[config.mk]
export PLATFORM = sky130hd
export DESIGN_NAME = fir_sweep_sequencer
export DESIGN_NICKNAME = d
export VERILOG_FILES = /design/src/rtl/fir_sweep_sequencer.sv
export SDC_FILE = /design/constraint.sdc
export NUM_CORES = 1
export LEC_CHECK = 0
export CORE_MARGIN = 2
export CORE_UTILIZATION = 52
export DETAILED_ROUTE_END_ITERATION = 7
export GPL_TIMING_DRIVEN = 0
export HOLD_SLACK_MARGIN = 0.08
export PLACE_DENSITY_LB_ADDON = 0.2
export SYNTH_ARGS = -nofsm -noshare
export SYNTH_HDL_FRONTEND = slang
export SYNTH_SLANG_ARGS = --single-unit
[constraint.sdc]
create_clock -name clk -period 5.2 [get_ports clk]
set_input_delay 1.04 -clock clk [delete_from_list [all_inputs] [get_ports clk]]
set_output_delay 1.04 -clock clk [all_outputs]
set_load 0.05 [all_outputs]
[src/rtl/fir_sweep_sequencer.sv]
// Section-by-section amplitude sweep sequencer for a pipelined FIR filter:
// fetch one stimulus sample, settle, track the signed output peak, report it.
module fir_sweep_sequencer #(
  parameter int DATA_W        = 16,
  parameter int ACC_W         = 40,
  parameter int NUM_SECTIONS  = 26,
  parameter int SETTLE_CYCLES = 170,
  parameter int WINDOW_CYCLES = 2000,
  parameter int CNT_W         = 16
) (
  input  logic                     clk,
  input  logic                     rst,
  input  logic                     start,
  input  logic                     abort,
  output logic                     busy,
  output logic                     done,
  input  logic                     stim_valid,
  output logic                     stim_ready,
  input  logic signed [DATA_W-1:0] stim_data,
  output logic signed [DATA_W-1:0] fir_inp,
  input  logic signed [ACC_W-1:0]  fir_outp,
  output logic                     res_valid,
  input  logic                     res_ready,
  output logic [7:0]               res_section,
  output logic signed [ACC_W-1:0]  res_peak
);

  typedef enum logic [2:0] {
    S_IDLE,
    S_FETCH,
    S_SETTLE,
    S_MEASURE,
    S_REPORT
  } state_t;

  localparam logic [CNT_W-1:0] SETTLE_LAST = CNT_W'(SETTLE_CYCLES - 1);
  localparam logic [CNT_W-1:0] WINDOW_LAST = CNT_W'(WINDOW_CYCLES - 1);
  localparam logic [7:0]       LAST_SECTION = 8'(NUM_SECTIONS);

  state_t                    state_q, state_d;
  logic [7:0]                section_q, section_d;
  logic [CNT_W-1:0]          cnt_q, cnt_d;
  logic signed [ACC_W-1:0]   peak_q, peak_d;
  logic signed [DATA_W-1:0]  fir_inp_q, fir_inp_d;
  logic                      busy_q, busy_d;
  logic                      done_q, done_d;
  logic                      stim_ready_q, stim_ready_d;
  logic                      res_valid_q, res_valid_d;
  logic [7:0]                res_section_q, res_section_d;
  logic signed [ACC_W-1:0]   res_peak_q, res_peak_d;

  always_comb begin
    // NOTE: every signal assigned here gets a default first, so no path can
    // leave one unassigned and infer a latch.
    state_d       = state_q;
    section_d     = section_q;
    cnt_d         = cnt_q;
    peak_d        = peak_q;
    fir_inp_d     = fir_inp_q;
    busy_d        = busy_q;
    done_d        = 1'b0;
    stim_ready_d  = stim_ready_q;
    res_valid_d   = res_valid_q;
    res_section_d = res_section_q;
    res_peak_d    = res_peak_q;

    case (state_q)
      S_IDLE: begin
        if (start) begin
          section_d    = 8'd1;
          busy_d       = 1'b1;
          stim_ready_d = 1'b1;
          state_d      = S_FETCH;
        end
      end
      S_FETCH: begin
        if (stim_valid && stim_ready_q) begin
          fir_inp_d    = stim_data;
          cnt_d        = '0;
          stim_ready_d = 1'b0;
          state_d      = S_SETTLE;
        end
      end
      S_SETTLE: begin
        if (cnt_q == SETTLE_LAST) begin
          cnt_d   = '0;
          state_d = S_MEASURE;
        end else begin
          cnt_d = cnt_q + 1'b1;
        end
      end
      S_MEASURE: begin
        // NOTE: blocking '=' in combinational logic lets the report below see
        // the peak that already includes this cycle's sample.
        if (cnt_q == '0 || fir_outp > peak_q) peak_d = fir_outp;
        if (cnt_q == WINDOW_LAST) begin
          res_peak_d    = peak_d;
          res_section_d = section_q;
          res_valid_d   = 1'b1;
          cnt_d         = '0;
          state_d       = S_REPORT;
        end else begin
          cnt_d = cnt_q + 1'b1;
        end
      end
      S_REPORT: begin
        if (res_valid_q && res_ready) begin
          res_valid_d = 1'b0;
          if (section_q == LAST_SECTION) begin
            busy_d  = 1'b0;
            done_d  = 1'b1;
            state_d = S_IDLE;
          end else begin
            section_d    = section_q + 8'd1;
            stim_ready_d = 1'b1;
            state_d      = S_FETCH;
          end
        end
      end
      default: state_d = S_IDLE;
    endcase

    // Abort overrides any in-flight handshake; the last result stays visible.
    if (abort && state_q != S_IDLE) begin
      state_d      = S_IDLE;
      cnt_d        = '0;
      fir_inp_d    = '0;
      busy_d       = 1'b0;
      done_d       = 1'b0;
      stim_ready_d = 1'b0;
      res_valid_d  = 1'b0;
    end
  end

  // NOTE: state and result registers are all explicit flops (no memories), so
  // every one is cleared by reset and the post-reset outputs are fully defined.
  always_ff @(posedge clk) begin
    if (rst) begin
      state_q       <= S_IDLE;
      section_q     <= '0;
      cnt_q         <= '0;
      peak_q        <= '0;
      fir_inp_q     <= '0;
      busy_q        <= 1'b0;
      done_q        <= 1'b0;
      stim_ready_q  <= 1'b0;
      res_valid_q   <= 1'b0;
      res_section_q <= '0;
      res_peak_q    <= '0;
    end else begin
      state_q       <= state_d;
      section_q     <= section_d;
      cnt_q         <= cnt_d;
      peak_q        <= peak_d;
      fir_inp_q     <= fir_inp_d;
      busy_q        <= busy_d;
      done_q        <= done_d;
      stim_ready_q  <= stim_ready_d;
      res_valid_q   <= res_valid_d;
      res_section_q <= res_section_d;
      res_peak_q    <= res_peak_d;
    end
  end

  assign busy        = busy_q;
  assign done        = done_q;
  assign stim_ready  = stim_ready_q;
  assign fir_inp     = fir_inp_q;
  assign res_valid   = res_valid_q;
  assign res_section = res_section_q;
  assign res_peak    = res_peak_q;

endmodule
==> impl_metrics.csv <==
group,metric,value,unit
status,status,"completed",
detailed_routing,wl,19540,µm
worst_setup_path,cp_max_fo,10,
die,die_area,15030,µm²
worst_setup_path,worstPathRequired,5.55,ns
flow_run,max-cap-violations,0,
grt,grt_max_degree,17,
sta,hold_viol,0,
grt,grt_pass1_vias,6286,
worst_setup_path,r2r_setup_slack,2.17,ns
synth,synth_ff_type,"dfxtp_1",
synth,avgSynthCellArea,8.605,µm²
synth,syn-num-nets,957,
place,dp_hpwl,14120,µm
worst_setup_path,startpoint,"fir_outp[39]",
clock_network,clkTransAtPathRegs,0.06,ns
place,place_area,8831,µm²
detailed_routing,route.detailed.drc,0,
clock_network,cts_num_sinks,135,
grt,antenna_found_initial,0,
synth,synth.most_common_cell,"dfxtp_1",
synth,synth_top_area_share,36.95,%
synth,synthCells,850,
detailed_routing,viasPerCell,5.694,
die,die_x,122.6,µm
worst_setup_path,critPathLaunchType,"input port",
place,portBuffers,129,
worst_setup_path,reg2reg_depth,10,
sta,worst_clock_skew,0.01104,ns
die,die_h,122.6,µm
sta,fin_crit,3.756,ns
power,powerDensity,323.8,nW/µm²
grt,grt.total_usage,26.59,%
synth,syn_area,7315,µm²
clock_network,cts_tree,"yes",
worst_setup_path,worstPathCellList,"clkdlybuf4s50_1, ha_1, nand4_2, nor4_4, and3_1, o31a_1, o211ai_2, a311oi_4, buf_6, mux2i_1",
die,start_util,52.90,%
clock_network,cts_resized,0,
detailed_routing,avgRoutedWirePerCell,16.40,µm
clock_network,clkLatencyLatePin,0.43,ns
worst_setup_path,r2r-start,"peak_q[39]",
cells_and_area,syn2layout_area_growth,29.94,%
cells_and_area,finish.utilization,68.74,%
sta,relSlewSlack,43.33,%
clock_network,cts-root-buf,"clkbuf_16",
sta,setup_tns,0,ns
cells_and_area,nNetsFinal,1105,
worst_setup_path,path_class,"input port to flip-flop",
synth,synth-edff-count,0,
synth,async_flop_share,0,%
cells_and_area,fill_cells,1137,
worst_setup_path,r2r-end,"peak_q[17]",
hold_path,hold_path.class,"flip-flop to flip-flop",
die,rows,43,
clock_network,hold_buffers,0,
detailed_routing,drt_iter0_drc,559,
cells_and_area,final-instance-count-excl-fill,1191,
die,num_io_pins,130,
synth,synthTopCellsByCount,"dfxtp_1 (135), nand2b_1 (83), nand4_1 (57)",
sta,fmax,266.2,MHz
hold_path,worstHoldStart,"fir_inp[14]",
sta,maxSlewViolCount,0,
clock_network,htreeDepth,4,
power,ir_drop,0.2494,mV
synth,synth_cell_types,53,
place,dp_cells,1159,
cells_and_area,fin_area,9504,µm²
sta,worst_pin_slew,0.8430,ns
synth,synth-warning-count,0,
worst_setup_path,cpPeakStageDelay,0.48,ns
cells_and_area,diodes,0,
sta,period_share,72.24,%
clock_network,cts_buffers,17,
worst_setup_path,crit_end,"peak_q[17]",
synth,synth_top_cell_by_area,"dfxtp_1",
detailed_routing,first_pass_iters,4,
worst_setup_path,cp.arrival,4.11,ns
worst_setup_path,cp_slowest_cell,"clkdlybuf4s50_1",
grt,overflow,0,
clock_network,post_cts_buffers,0,
worst_setup_path,cp-end-kind,"flip-flop",
detailed_routing,detail-route-antenna-nets,0,
synth,ys_seq_area_share,36.95,%
sta,rsz0062_at_grt,"no",
die,coreArea,13830,µm²
clock_network,clockBufferDepth,2,
power,power_leakage,0.003436,µW
sta,finalSetupViolCount,0,
place,place_congestion,0.8908,
synth,synth_seq_cells,135,
synth,synthTopCellsByArea,"dfxtp_1 (37%), ha_1 (7.7%), nand2b_1 (7.1%)",
cells_and_area,drive_gt1_share,4.451,%
grt,grt_pass1_wl,31450,µm
detailed_routing,num_vias,6782,
routing by layer:
layer / vias up / GRT usage (%) / share of wire (%)
met2: 207 / 43.47 / 48
met3: 24 / 5.901 / 6.0
met1: 3200 / 34.84 / 45
met5: - / 0 / 0
li1: 3351 / - / -
met4: 0 / 8.621 / 1.5
worst max-delay path: cells and delay by family:
family,cells,cell delay [ns]
AOI/OAI and AO/OA,3,0.88
adders and majority gates,1,0.43
buffers and inverters,2,0.72
muxes,1,0.22
and+or+nand+nor,3,0.81
per-stage QoR:
stage	hold slack (ns)	power, µW	setup slack, ns
after floorplan	0.4594	1530	1.991
after global placement	0.4412	1719	1.079
after detailed placement	0.4457	1726	0.9917
after CTS	0.4535	3084	1.422
after global routing	0.4772	3196	1.211
final	0.4541	3077	1.444
power breakdown:
group          internal, µW  leakage [µW]  switching [µW]
clock                   912      0.000330             450
sequential             1070       0.00109            31.8
combinational           230       0.00202             379
worst min path at each step:
stage                        endpoint  slack, ns  depth (start not counted)
after floorplan             cnt_q[14]       0.46                          2
after global placement     fir_inp[4]       0.44                          2
after detailed placement  fir_inp[14]       0.45                          2
after CTS                 fir_inp[14]       0.45                          2
after global routing       fir_inp[1]       0.48                          2
final                     fir_inp[14]       0.45                          2
cells by family after synthesis:
kind of cell / count (synthesis) / share of synthesized area, %
AO/OA/AOI/OAI: 200 / 18.58
AND/OR/NAND/NOR: 293 / 22.01
XOR/XNOR: 15 / 1.796
flip-flops: 135 / 36.95
multiplexers: 49 / 6.705
buffers and inverters: 113 / 6.261
adder cells (fa/ha/maj): 45 / 7.698
area by class of cell:
type                    count  area, µm²  area share (%)
plain buffers              64      274.0           2.883
clock buffers              24      501.7           5.279
clock inverters             8      165.2           1.738
inverters                  49      183.9           1.935
multi-input cells         602       4160           43.77
flip-flops and latches    135       2703           28.44
well taps                 180      225.2           2.370
repair buffers            129       1291           13.59
cells in the final DEF, fill, tap and decap left out, drive strengths merged, types with 43 or more instances in the layout:
cell type      synthesis  final
nand2b                83     83
mux2i                 49     49
nand2                 56     56
inv                   48     48
nand4                 58     58
dfxtp                135    135
a31oi                 43     43
ha                    45     45
clkdlybuf4s50          0    129
clkbuf                52     76
flip-flops by register name, summed over array words and instances (netlist names):
register,cells
busy,1
cnt_q,16
done,1
fir_inp,16
peak_q,40
res_peak,40
res_section,8
res_valid,1
section_q,8
state_q,3
stim_ready,1
Note: power is estimated with default switching activity, not from simulation.
